$ cat src/rtl/pcs_64b66b_scram_pair_pkg.sv
// pcs_scram_pkg
//   Shared constants and types for the 64b/66b self-synchronising
//   scrambler pair (G(x) = 1 + x^39 + x^58).
//   SCRAM_W    : width of the scrambler history register
//   TAP_A/B    : polynomial tap distances, in bits back from the current bit
//   SCRAM_SEED : value loaded into the history register on reset
//   scram_state_t : history register type, [57] newest bit, [0] oldest
//   scram_mode_e  : selects scramble (TX) or descramble (RX) behaviour
package pcs_scram_pkg;

  localparam int SCRAM_W = 58;
  localparam int TAP_A   = 39;
  localparam int TAP_B   = 58;

  typedef logic [SCRAM_W-1:0] scram_state_t;

  localparam scram_state_t SCRAM_SEED = 58'h3FF_FFFF_FFFF_FFFF;

  typedef enum logic {
    SCRAMBLE   = 1'b0,
    DESCRAMBLE = 1'b1
  } scram_mode_e;

endpackage

$ cat src/rtl/pcs_64b66b_scram_pair_if.sv
// pcs_64b66b_scram_pair_if
//   Slice bus between the PCS datapath and the scrambler pair.
//   valid_i    : TX slice valid, advances TX history
//   data_i     : TX plaintext slice (bit 0 first on the wire)
//   scram_o    : TX scrambled slice
//   rx_valid_i : RX slice valid, advances RX history
//   scram_i    : RX scrambled slice
//   data_o     : RX descrambled slice
//   modport master : the datapath side driving slices in
//   modport slave  : the scrambler pair
interface pcs_64b66b_scram_pair_if #(
  parameter int LEN = 32
);

  logic           valid_i;
  logic [LEN-1:0] data_i;
  logic [LEN-1:0] scram_o;
  logic           rx_valid_i;
  logic [LEN-1:0] scram_i;
  logic [LEN-1:0] data_o;

  modport master (
    output valid_i,
    output data_i,
    input  scram_o,
    output rx_valid_i,
    output scram_i,
    input  data_o
  );

  modport slave (
    input  valid_i,
    input  data_i,
    output scram_o,
    input  rx_valid_i,
    input  scram_i,
    output data_o
  );

endinterface

$ cat src/rtl/pcs_64b66b_scram_pair_lane.sv
// pcs_scram_lane
//   One direction of the 64b/66b scrambler. Processes LEN bits per cycle,
//   output is combinational from din and the current history.
//   clk     : rising-edge clock
//   reset   : synchronous active-high, loads SCRAM_SEED
//   advance : shift this slice into the history at the next edge
//   din     : plaintext (SCRAMBLE) or scrambled (DESCRAMBLE) slice
//   dout    : scrambled (SCRAMBLE) or recovered (DESCRAMBLE) slice
module pcs_scram_lane
  import pcs_scram_pkg::*;
#(
  parameter scram_mode_e MODE = SCRAMBLE,
  parameter int          LEN  = 32
) (
  input  logic           clk,
  input  logic           reset,
  input  logic           advance,
  input  logic [LEN-1:0] din,
  output logic [LEN-1:0] dout
);

  scram_state_t state;

  // Unified wire history: [SCRAM_W-1:0] is the stored state (oldest at 0),
  // [SCRAM_W+i] is scrambled bit i of this slice. Bit i taps history
  // positions i+SCRAM_W-TAP_A and i+SCRAM_W-TAP_B, both strictly below
  // SCRAM_W+i, so the in-order loop only reads already-resolved bits.
  logic [SCRAM_W+LEN-1:0] hist;

  always_comb begin
    hist = {din, state};
    dout = '0;
    for (int i = 0; i < LEN; i++) begin
      dout[i] = din[i] ^ hist[SCRAM_W-TAP_A+i] ^ hist[SCRAM_W-TAP_B+i];
      // The scrambler feeds back its own output; the descrambler's history
      // is simply the received line bits already sitting in hist.
      if (MODE == SCRAMBLE) hist[SCRAM_W+i] = dout[i];
    end
  end

  always_ff @(posedge clk) begin
    if (reset) begin
      state <= SCRAM_SEED;
    end else if (advance) begin
      state <= hist[LEN +: SCRAM_W];
    end
  end

endmodule

$ cat src/rtl/pcs_64b66b_scram_pair.sv
// pcs_64b66b_scram_pair
//   TX scrambler and RX descrambler for the 64b/66b PCS, sitting between
//   the block encoder/decoder and the gearbox. Sync headers bypass this
//   block. Both paths are zero-latency; history advances on valid.
//   clk   : rising-edge clock
//   reset : synchronous active-high, both histories return to all-ones
//   bus   : slice bus (slave modport), see pcs_64b66b_scram_pair_if
module pcs_64b66b_scram_pair
  import pcs_scram_pkg::*;
#(
  parameter int LEN = 32
) (
  input logic                  clk,
  input logic                  reset,
  pcs_64b66b_scram_pair_if.slave bus
);

  pcs_scram_lane #(
    .MODE (SCRAMBLE),
    .LEN  (LEN)
  ) u_tx (
    .clk     (clk),
    .reset   (reset),
    .advance (bus.valid_i),
    .din     (bus.data_i),
    .dout    (bus.scram_o)
  );

  pcs_scram_lane #(
    .MODE (DESCRAMBLE),
    .LEN  (LEN)
  ) u_rx (
    .clk     (clk),
    .reset   (reset),
    .advance (bus.rx_valid_i),
    .din     (bus.scram_i),
    .dout    (bus.data_o)
  );

endmodule

$ cat src/flat_wrapper.sv
// flat-port wrapper written by rule: the top's interface ports become plain ports
module pcs_64b66b_scram_pair_flat import pcs_scram_pkg::*;
#(
  parameter int LEN = 32
)
  (clk, reset, bus_valid_i, bus_data_i, bus_scram_o, bus_rx_valid_i, bus_scram_i, bus_data_o);
  pcs_64b66b_scram_pair_if #(.LEN(LEN)) bus_i ();
  input logic clk;
  input logic reset;
  input wire logic [$bits(bus_i.valid_i)-1:0] bus_valid_i;
  input wire logic [$bits(bus_i.data_i)-1:0] bus_data_i;
  output wire logic [$bits(bus_i.scram_o)-1:0] bus_scram_o;
  input wire logic [$bits(bus_i.rx_valid_i)-1:0] bus_rx_valid_i;
  input wire logic [$bits(bus_i.scram_i)-1:0] bus_scram_i;
  output wire logic [$bits(bus_i.data_o)-1:0] bus_data_o;
  assign bus_i.valid_i = bus_valid_i;
  assign bus_i.data_i = bus_data_i;
  assign bus_scram_o = bus_i.scram_o;
  assign bus_i.rx_valid_i = bus_rx_valid_i;
  assign bus_i.scram_i = bus_scram_i;
  assign bus_data_o = bus_i.data_o;
  pcs_64b66b_scram_pair #(.LEN(LEN)) u_core (.clk(clk), .reset(reset), .bus(bus_i));
endmodule
$ cat config.mk
export PLATFORM = sky130hd
export DESIGN_NAME = pcs_64b66b_scram_pair_flat
export DESIGN_NICKNAME = d
export VERILOG_FILES = /design/src/rtl/pcs_64b66b_scram_pair_pkg.sv /design/src/rtl/pcs_64b66b_scram_pair_if.sv /design/src/rtl/pcs_64b66b_scram_pair_lane.sv /design/src/rtl/pcs_64b66b_scram_pair.sv /design/src/flat_wrapper.sv
export SDC_FILE = /design/constraint.sdc
export NUM_CORES = 1
export LEC_CHECK = 0
export ABC_CLOCK_PERIOD_IN_PS = 2000
export BUFFER_PORTS_ARGS = -buffer_cell sky130_fd_sc_hd__buf_2
export CAP_MARGIN = 40
export CELL_PAD_IN_SITES_DETAIL_PLACEMENT = 1
export CELL_PAD_IN_SITES_GLOBAL_PLACEMENT = 2
export CORE_MARGIN = 4
export CORE_UTILIZATION = 30
export DETAILED_ROUTE_END_ITERATION = 16
export MAX_ROUTING_LAYER = met4
export PLACE_DENSITY = 0.76
export SLEW_MARGIN = 40
export SYNTH_ARGS = -nofsm -noshare
export SYNTH_HDL_FRONTEND = slang
export SYNTH_SLANG_ARGS = --single-unit
$ cat constraint.sdc
create_clock -name clk -period 2 [get_ports clk]
set_clock_uncertainty 0.05 [all_clocks]
set_input_delay 0.4 -clock clk [delete_from_list [all_inputs] [get_ports clk]]
set_output_delay 0.4 -clock clk [all_outputs]
set_load 0.02 [all_outputs]
-- Yosys cells after proc, flatten, opt, wreduce, memory -nomap -nowiden
Index checks and enable logic that the tools add are counted.
- latch bits: 0
- memory bits (writable): 0
- output and inout port bits: 64
- logic and storage cells: 130
- memories kept: 0
- flip-flop bits (word level): 116
- bits of input ports: 68
- bits in read-only memories: 0
- add/subtract/negate cells: 0
- reductions and logical operators: 0
- shift operators: 0
- order comparisons: 0
- equal/unequal tests: 0
- divide/modulo/power cells: 0
- bitwise operators: 128
- multiplexer cells: 0
- multiply operators: 0
- operators with widths (kind ; number):
    1-bit XOR ; 128

-- Longest topological paths before layout
Gate-level depths: netlist of run 1.
- depth after elaboration: 2
- gate-level depth with buffers: 4
- mapped depth without buffers: 2

-- Cells and area by module
From an unflattened synthesis of run 1, not the netlist that was laid out.
- cells, all modules: 482
- area, all modules: 5614.1 um^2
- by module, submodules not included (module ; times used ; area an instance (um^2) ; cells each ; sequential area each (um^2)):
    pcs_scram_lane (u_core.u_tx) ; 1 ; 2880.3 ; 225 ; 1161.1
    pcs_scram_lane (u_core.u_rx) ; 1 ; 2733.9 ; 257 ; 1161.1

-- Least setup slack after synthesis of run 1
No wires, ideal clock.
- path kind: input-to-output
- from: input port bus_scram_i[0]
- to: output port bus_data_o[0]
- path slack: 0.650 ns
- required time: 1.550 ns
- arrival: 0.900 ns
- cell stages on the path: 2
- path buffers: 0
- path through: xnor2_1 -> xnor2_1
- word-level cells in the longest chain between the ends: 2
- ends and longest elaborated chain (element ; line ; RTL):
    from (decl) ; flat_wrapper.sv:14 ; input wire logic [$bits(bus_i.scram_i)-1:0] bus_scram_i;
    1-bit XOR (2 in series) ; pcs_64b66b_scram_pair_lane.sv:34 ; dout[i] = din[i] ^ hist[SCRAM_W-TAP_A+i] ^ hist[SCRAM_W-TAP_B+i];
    to (decl) ; flat_wrapper.sv:15 ; output wire logic [$bits(bus_i.data_o)-1:0] bus_data_o;
No other way between the ends.

-- Worst setup path after layout of run 1
- from: register u_core.u_tx.state[50]
- to: output port bus_scram_o[31]
- word-level cells in the longest chain between the ends: 2
- ends and longest elaborated chain (element ; line ; RTL):
    from (decl) ; pcs_64b66b_scram_pair_lane.sv:22 ; scram_state_t state;
    from (signal assigned) ; pcs_64b66b_scram_pair_lane.sv:45 ; state <= hist[LEN +: SCRAM_W];
    1-bit XOR (2 in series) ; pcs_64b66b_scram_pair_lane.sv:34 ;
    to (decl) ; flat_wrapper.sv:12 ; output wire logic [$bits(bus_i.scram_o)-1:0] bus_scram_o;
No other way between the ends.

==> results.cfg, run 1 <==
[die]
fp.coreArea_sq_um = 18100
ios = 132
placementRows = 49
fp.dieH_um = 144
die_w_um = 144
die_area_sq_um = 20800
start_util = 0.308

[clock_network]
clock_tree.htree_level_count = 4
clock_tree_buf_depth = 2
worst_skew_pair.late_latency_ps = 410
clock_sink_count = 116
cts_setup_buffers = 0
tritoncts = done
cts_buffers = 17
post_cts_hold_buffer_count = 0
ctsResizeCount = 0
clock_tree.root_cell = sky130_fd_sc_hd__clkbuf_16
cts.reportedPaths.clkPinSlew_ps = 50

[synth]
avgSynthCellArea_sq_um = 11.5
seq_area_frac_synth = 0.417
netlist_area_sq_um = 5570
post_synth_inst_count = 483
yosys.area_share.simple = 0.130
synth.largest_area_cell = sky130_fd_sc_hd__dfxtp_1
synth-compound-area-share = 0.183
synthesis.yosys.warnings = 0
ys_ff_latch = 116
post_synth_mux_area_share = 0
post_synth_xor_area_fraction = 0.237
main_combinational_cell_family_by_area_after_synthesis = XOR/XNOR gates
synth_top_cells_by_area = sky130_fd_sc_hd__dfxtp_1, sky130_fd_sc_hd__a211o_1, sky130_fd_sc_hd__xor3_1, sky130_fd_sc_hd__nor2b_1, sky130_fd_sc_hd__xnor2_1
syn-num-nets = 551
synth_cell_type_count = 7
adder_and_majority_gate_portion_of_the_synthesized_area = 0
synth_largest_type_area_fraction = 0.417

[placed_design]
gp_congestion = 0.733
detailed_place.area_sq_um = 6430
place_ws_ps = 456
placement.io_buffers = 131
dp_hpwl_um = 9010

[cells_and_area]
post_layout_instance_area_sq_um = 7080
share_of_layout_cells_above_drive_strength_1 = 0.271
area.growth.synth_to_final_pct = 27.3
layout.core_utilization = 0.392
multiInputGateArea_sq_um = 3060
layout.cells.most_common_list = sky130_fd_sc_hd__buf_2, sky130_fd_sc_hd__nor2b_1, sky130_fd_sc_hd__a211o_1, sky130_fd_sc_hd__dfxtp_1, sky130_fd_sc_hd__xnor2_1
commonest_non_fill_non_tap_cell_in_the_layout = sky130_fd_sc_hd__buf_2
design.final.nets = 667
layout.area.seq_sq_um = 2320
nFillCells = 1987

[drt]
drt_first_iter_violations = 111
detail_route.wl_per_cell_um = 15.2
routed_wirelength_um = 12800
detail_route.drc_violations = 0
dr_total_vias = 3925
drtAntennaViolNets = 0
drt-vias-per-instance = 4.66
detail_route.first_pass.iterations = 4

[global_routing]
grt_overflow = 0
grt_pass1_wl_um = 20900
grt_start_max_net_pins = 117
global_route.usage.total = 0.130
initial_antenna_violation_count = 1
first_global_vias = 4258

[timing]
transition_time_at_the_pin_with_the_least_slew_margin_ps = 486
period_needed_ps = 1880
max_freq_mhz = 532
rsz0062_at_grt = no
setup_violations = 0
final.setup.tns_ps = 0
timing_hold_violations_final = 0
final-max-slew-violation-count = 0
final.period_utilization = 0.939
fin_ws_ps = 121
slew-limit-headroom = 0.676

[worst_setup_path]
worst_setup_path_start_kind = register
critical_path.endpoint_type = output port
crit_fanout = 3
ff2ff_setup_slack_ps = 700
worst_ep_arrival_time_ps = 1430
crit_required_ps = 1550
critical_path_class = register to output port

[pwr]
power.density_nw_per_um2 = 1070
vdd_drop_max_v = 0.000561
p_leak_nw = 3.21

[min_path]
min_path_type = input port to register

[outcome]
run_status = finished clean

[run]
maxCapViolCount = 0
## sequential cells by signal, indices dropped and copies added, names as in the netlist
signal and count:
u_core.u_tx.state 58, u_core.u_rx.state 58
## where the power goes
part	internal, W	switching, W	leakage, nW
sequential	0.00250	0.000147	0.966
clock	0.00225	0.00104	0.312
combinational	0.000802	0.000828	1.93
## stage by stage
step,hold slack [ps],power (W),instances
finish,176,0.00757,842
global route,158,0.00793,842
CTS,156,0.00768,841
detailed placement,400,0.00435,809
global placement,384,0.00431,809
floorplan,377,0.00384,483
## cell type report
class / count / area share
Timing Repair Buffer: 136 / 0.108
Tap cell: 229 / 0.0404
Antenna cell: 1 / 0.000353
Clock inverter: 8 / 0.0205
Clock buffer: 24 / 0.0708
Multi-Input combinational cell: 328 / 0.432
Sequential cell: 116 / 0.328
## logic make-up after synthesis
kind of cell,after synthesis
compound gates,116
flops,116
simple gates,116
xor+xnor,96
buf+inv,39
## worst paths after layout
check | from | endpoint | cells after the start
min reg2reg | u_core.u_rx.state[51]$_SDFFE_PP1P_ | u_core.u_rx.state[19]$_SDFFE_PP1P_ | 1
max | u_core.u_tx.state[50]$_SDFFE_PP1P_ | bus_scram_o[31] | 2
min | bus_scram_i[11] | u_core.u_rx.state[37]$_SDFFE_PP1P_ | 2
max reg2reg | u_core.u_tx.state[50]$_SDFFE_PP1P_ | u_core.u_tx.state[57]$_SDFFE_PP1P_ | 2
## critical path, cell delays in order, from the launching register on
cell	delay (ps)
sky130_fd_sc_hd__dfxtp_1	360
sky130_fd_sc_hd__xor3_1	470
sky130_fd_sc_hd__buf_2	190
## cells in the mapped netlist
library cell               count
sky130_fd_sc_hd__clkbuf_1     11
sky130_fd_sc_hd__xor3_1       32
sky130_fd_sc_hd__dfxtp_1     116
sky130_fd_sc_hd__nor2b_1     116
sky130_fd_sc_hd__xnor2_1      64
sky130_fd_sc_hd__buf_2        28
sky130_fd_sc_hd__a211o_1     116
## metal layers
| metal | part of all wire | track usage |
|---|---|---|
| met3 | 0.077 | 0.0479 |
| met1 | 0.45 | 0.151 |
| met2 | 0.46 | 0.207 |
| met4 | 0.018 | 0.0501 |
| met5 | 0 | - |
No activity file was read; power rests on OpenSTA's default activity.
==> run 2, diff against run 1 <==
==> constraint.sdc (replaced) <==
create_clock -name clk -period 2 [get_ports clk]
set_clock_uncertainty 0.05 [all_clocks]
set_input_delay 0.3 -clock clk [delete_from_list [all_inputs] [get_ports clk]]
set_output_delay 0.3 -clock clk [all_outputs]
set_load 0.02 [all_outputs]
==> run 2 against run 1 <==
Via count is 1.8% higher. Clock power shrank 7.3%. Power fell by 2.9%. Die area unchanged. Non-clock buffer count grew 4. Cell count grew 0.36%. First-iteration DRC count is 77% higher. Count of clock-buffer cells in the layout shrank 2. Critical path depth unchanged. Critical path type unchanged. Highest routed layer unchanged.
==> results.cfg, run 2 (same netlist as run 1, synthesis figures left out) <==
[clock_network]
ctsResizeCount = 0
post_cts_hold_buffer_count = 0
cts.reportedPaths.clkPinSlew_ps = 50
clock_tree_buf_depth = 2
cts_setup_buffers = 0
clock_sink_count = 116
tritoncts = done
clock_tree.root_cell = sky130_fd_sc_hd__clkbuf_16
clock_tree.htree_level_count = 4
worst_skew_pair.late_latency_ps = 410
cts_buffers = 17

[cells_and_area]
insertedDiodeCount = 0
stdcell_count = 845
nFillCells = 1991
layout.cells.most_common_list = sky130_fd_sc_hd__buf_2, sky130_fd_sc_hd__nor2b_1, sky130_fd_sc_hd__a211o_1, sky130_fd_sc_hd__dfxtp_1, sky130_fd_sc_hd__xnor2_1
commonest_non_fill_non_tap_cell_in_the_layout = sky130_fd_sc_hd__buf_2
biggestRegsByFlops = u_core.u_rx.state (58), u_core.u_tx.state (58)
area.growth.synth_to_final_pct = 26.6
share_of_layout_cells_above_drive_strength_1 = 0.274
design.final.nets = 671

[global_routing]
grt_start_max_net_pins = 64
first_global_vias = 4268
grt_pass1_wl_um = 21600
initial_antenna_violation_count = 0
grt_overflow = 0
groute.layer.met2.usage = 0.223
met1_usage = 0.152
globalRouteMet3Util = 0.0440
top_usage_layer = met2
global_route.usage.total = 0.134

[run]
maxCapViolCount = 0

[timing]
fin_ws_ps = 236
final.setup.tns_ps = 0
timing_hold_violations_final = 0
rsz0062_at_grt = no
final-max-slew-violation-count = 0
period_needed_ps = 1760
max_freq_mhz = 567
transition_time_at_the_pin_with_the_least_slew_margin_ps = 718
slew-limit-headroom = 0.521
setup_violations = 0
final.period_utilization = 0.882

[placed_design]
gp_congestion = 0.764
placement.io_buffers = 131
dp_hpwl_um = 9610
place_ws_ps = 552
numPlacedInstances = 813

[pwr]
p_leak_nw = 3.20
power.density_nw_per_um2 = 1040
vdd_drop_max_v = 0.000574
design_power_total_w = 0.00735

[worst_setup_path]
worst_ep_arrival_time_ps = 1410
critical_path.cell_chain = xor3_1 -> buf_2
peak_per_stage_delay_on_the_critical_path_ps = 450
critical-path-slowest-cell = sky130_fd_sc_hd__xor3_1
reg2reg_to = u_core.u_tx.state[53]$_SDFFE_PP1P_
critical_path.endpoint_type = output port
critical_path_class = register to output port
crit_fanout = 3
worst_setup_path_start_kind = register
timing.rr.start = u_core.u_tx.state[46]$_SDFFE_PP1P_
ff2ff_setup_slack_ps = 710
crit_required_ps = 1650
timing.reg2reg.worst_path_depth = 2

[drt]
drtAntennaViolNets = 0
drt_first_iter_violations = 197
routed_wirelength_um = 13300
drt-vias-per-instance = 4.73
dr_total_vias = 3994
detail_route.wl_per_cell_um = 15.8
detail_route.drc_violations = 0
detail_route.first_pass.iterations = 4

[outcome]
run_status = finished clean

[min_path]
min_path_type = input port to register
timing.hold.worst_path_depth = 2
hold_end = u_core.u_rx.state[27]$_SDFFE_PP1P_
hold_path.startpoint = bus_scram_i[1]

[die]
fp.dieH_um = 144
placementRows = 49
ios = 132
start_util = 0.308
fp.coreArea_sq_um = 18100
die_area_sq_um = 20800
die_w_um = 144
## run 2: changes by cell type in the layout (fill, tap and decap cells not counted)
| cell | change |
|---|---|
| sky130_fd_sc_hd__clkinv_2 | +3 |
| sky130_fd_sc_hd__buf_4 | +5 |
| sky130_fd_sc_hd__bufinv_16 | -1 |
| sky130_fd_sc_hd__clkbuf_8 | -3 |
| sky130_fd_sc_hd__buf_12 | -1 |
| sky130_fd_sc_hd__diode_2 | -1 |
| sky130_fd_sc_hd__clkbuf_1 | +1 |
## run 2: report_power, final
group	leakage, nW	switching (W)	total [W]	internal [W]
Sequential	0.966	0.000151	0.00265	0.00250
Combinational	1.95	0.000838	0.00164	0.000805
Clock	0.290	0.00104	0.00305	0.00201
## run 2: area by class of cell
class / count / area, sq um / area share
clock buffers: 22 / 464 / 0.0659
multi-input cells: 328 / 3060 / 0.435
repair buffers: 140 / 781 / 0.111
clock inverters: 10 / 130 / 0.0185
flip-flops and latches: 116 / 2320 / 0.330
well taps: 229 / 287 / 0.0407
## run 2: stage by stage
stage,hold WS [ps],instance area (sq um),utilization
2_1_floorplan,368,5570,-
3_3_place_gp,389,6450,0.357
3_5_place_dp,397,6450,0.357
4_1_cts,63.6,7050,0.390
5_1_grt,65.6,7050,0.390
6_report,81.7,7050,0.390
## run 2: critical path, delay by kind of cell (launching register included)
kind | cells | cell delay [ps]
xor+xnor | 1 | 450
buf+inv | 1 | 170
flops | 1 | 390
## run 2: how the worst max path moves through the flow
| stage | from | endpoint | slack (ps) |
|---|---|---|---|
| 2_1_floorplan | u_core.u_tx.state[38]$_SDFFE_PP1P_ | u_core.u_tx.state[45]$_SDFFE_PP1P_ | 690 |
| 3_3_place_gp | reset | u_core.u_rx.state[47]$_SDFFE_PP1P_ | 580 |
| 3_5_place_dp | reset | u_core.u_rx.state[48]$_SDFFE_PP1P_ | 550 |
| 4_1_cts | u_core.u_tx.state[35]$_SDFFE_PP1P_ | bus_scram_o[16] | 210 |
| 5_1_grt | u_core.u_tx.state[45]$_SDFFE_PP1P_ | bus_scram_o[26] | 160 |
| 6_report | u_core.u_tx.state[46]$_SDFFE_PP1P_ | bus_scram_o[27] | 240 |
## run 2: routing by layer
layer,share of wire,wire (um)
met2,0.48,6450
met1,0.44,5840
met5,0,0
met3,0.065,863
met4,0.013,179
==> run 3, diff against run 2 <==
--- a/config.mk
+++ b/config.mk
@@ -11,10 +11,10 @@
 export CELL_PAD_IN_SITES_DETAIL_PLACEMENT = 1
 export CELL_PAD_IN_SITES_GLOBAL_PLACEMENT = 2
 export CORE_MARGIN = 4
-export CORE_UTILIZATION = 30
+export CORE_UTILIZATION = 37
 export DETAILED_ROUTE_END_ITERATION = 16
 export MAX_ROUTING_LAYER = met4
-export PLACE_DENSITY = 0.76
+export PLACE_DENSITY = 0.9
 export SLEW_MARGIN = 40
 export SYNTH_ARGS = -nofsm -noshare
 export SYNTH_HDL_FRONTEND = slang
==> run 3 against run 2 <==
Via count decreased by 1.7%. Maximum frequency decreased by 1.1%. Worst hold slack got worse by 7.7 ps. Clock power decreased by 10%. Critical endpoint unchanged. Largest cell class unchanged. Largest power group unchanged.
==> results.cfg, run 3 (same netlist as run 1, synthesis figures left out) <==
[placed_design]
gp_congestion = 0.747
placement.io_buffers = 131
dp_hpwl_um = 8960
place_ws_ps = 445

[drt]
drtAntennaViolNets = 0
detail_route.wl_per_cell_um = 15.9
detail_route.drc_violations = 0
routed_wirelength_um = 12600
drt-vias-per-instance = 4.95
dr_total_vias = 3927
detail_route.first_pass.iterations = 4
drt_first_iter_violations = 175

[timing]
slew-limit-headroom = 0.581
setup_violations = 0
final.period_utilization = 0.892
period_needed_ps = 1780
rsz0062_at_grt = no
final-max-slew-violation-count = 0
max_freq_mhz = 561
final.setup.tns_ps = 0
hold-worst-slack_ps = 74.0
transition_time_at_the_pin_with_the_least_slew_margin_ps = 628
timing_hold_violations_final = 0
fin_ws_ps = 217

[min_path]
hold_path.startpoint = bus_scram_i[19]
timing.hold.worst_path_depth = 2
hold_end = u_core.u_rx.state[45]$_SDFFE_PP1P_
min_path_type = input port to register

[worst_setup_path]
timing.rr.start = u_core.u_tx.state[31]$_SDFFE_PP1P_
reg2reg_to = u_core.u_tx.state[38]$_SDFFE_PP1P_
worst_setup_path_start_kind = register
critical_path.endpoint_type = output port
crit_fanout = 3
ff2ff_setup_slack_ps = 690
crit_required_ps = 1650
worst_ep_arrival_time_ps = 1430
timing.reg2reg.worst_path_depth = 2
critical_path_class = register to output port

[clock_network]
post_cts_hold_buffer_count = 0
cts_buffers = 17
worst_skew_pair.late_latency_ps = 410
ctsResizeCount = 0
clock_tree_buf_depth = 2
clock_sink_count = 116
cts.reportedPaths.clkPinSlew_ps = 50
tritoncts = done
clock_tree.htree_level_count = 4
clock_tree.root_cell = sky130_fd_sc_hd__clkbuf_16
cts_setup_buffers = 0

[die]
fp.dieH_um = 131
fp.coreArea_sq_um = 14600
die_w_um = 131
placementRows = 44
start_util = 0.380
die_area_sq_um = 17100
ios = 132

[pwr]
p_leak_nw = 3.16
vdd_drop_max_v = 0.000555
power.density_nw_per_um2 = 1020

[cells_and_area]
layout.cells.most_common_list = sky130_fd_sc_hd__buf_2, sky130_fd_sc_hd__nor2b_1, sky130_fd_sc_hd__a211o_1, sky130_fd_sc_hd__dfxtp_1, sky130_fd_sc_hd__xnor2_1
biggestRegsByFlops = u_core.u_rx.state (58), u_core.u_tx.state (58)
layout.area.seq_sq_um = 2320
insertedDiodeCount = 0
share_of_layout_cells_above_drive_strength_1 = 0.269
commonest_non_fill_non_tap_cell_in_the_layout = sky130_fd_sc_hd__buf_2
multiInputGateArea_sq_um = 3060
design.final.nets = 667
nFillCells = 1604
area.growth.synth_to_final_pct = 23.8

[global_routing]
first_global_vias = 4045
initial_antenna_violation_count = 0
grt_overflow = 0
grt_pass1_wl_um = 20300
grt_start_max_net_pins = 117
global_route.usage.total = 0.156

[outcome]
run_status = finished clean

[run]
maxCapViolCount = 0
[run 3: changes by cell type in the layout (fill, tap and decap cells not counted)]
| cell | before | now |
|---|---|---|
| sky130_fd_sc_hd__bufinv_16 | 3 | 0 |
| sky130_fd_sc_hd__clkbuf_8 | 2 | 6 |
| sky130_fd_sc_hd__clkbuf_1 | 3 | 1 |
| sky130_fd_sc_hd__buf_4 | 8 | 5 |
| sky130_fd_sc_hd__clkinvlp_4 | 2 | 0 |
| sky130_fd_sc_hd__buf_12 | 4 | 3 |
[run 3: how the worst max path moves through the flow]
| stage | startpoint | to | slack (ps) | cells after the start |
|---|---|---|---|---|
| after floorplan | u_core.u_tx.state[38]$_SDFFE_PP1P_ | u_core.u_tx.state[45]$_SDFFE_PP1P_ | 690 | 2 |
| after global placement | bus_valid_i | u_core.u_tx.state[46]$_SDFFE_PP1P_ | 510 | 4 |
| after detailed placement | bus_valid_i | u_core.u_tx.state[46]$_SDFFE_PP1P_ | 440 | 4 |
| after CTS | u_core.u_tx.state[46]$_SDFFE_PP1P_ | bus_scram_o[27] | 170 | 2 |
| after global routing | u_core.u_tx.state[46]$_SDFFE_PP1P_ | bus_scram_o[27] | 140 | 2 |
| final | u_core.u_tx.state[46]$_SDFFE_PP1P_ | bus_scram_o[27] | 220 | 2 |
[run 3: where the power goes]
group | internal, W | total (W) | switching (W)
Sequential | 0.00250 | 0.00265 | 0.000150
Clock | 0.00174 | 0.00273 | 0.000990
Combinational | 0.000798 | 0.00163 | 0.000830
[run 3: routing by layer]
metal / share of wire / track usage
met5: 0 / -
met4: 0.015 / 0.0563
met3: 0.061 / 0.0435
met2: 0.46 / 0.243
met1: 0.46 / 0.195
[run 3: stage by stage]
step	total power (W)	cells	cell area (sq um)	utilization
final	0.00701	793	6890	0.471
after global routing	0.00734	793	6890	0.471
after CTS	0.00710	793	6890	0.471
after detailed placement	0.00434	764	6350	0.434
after global placement	0.00430	764	6350	0.434
after floorplan	0.00384	483	5570	-
[run 3: worst max-delay path, stage by stage, from the launching register on]
cell and delay (ps):
sky130_fd_sc_hd__dfxtp_1 370, sky130_fd_sc_hd__xor3_1 470, sky130_fd_sc_hd__buf_2 180
[run 3: layout make-up]
| class | count | share of cell area |
|---|---|---|
| multi-input combinational | 328 | 0.445 |
| timing repair buffer | 136 | 0.107 |
| clock buffer | 24 | 0.0743 |
| clock inverter | 5 | 0.00363 |
| sequential | 116 | 0.337 |
| tap | 184 | 0.0334 |
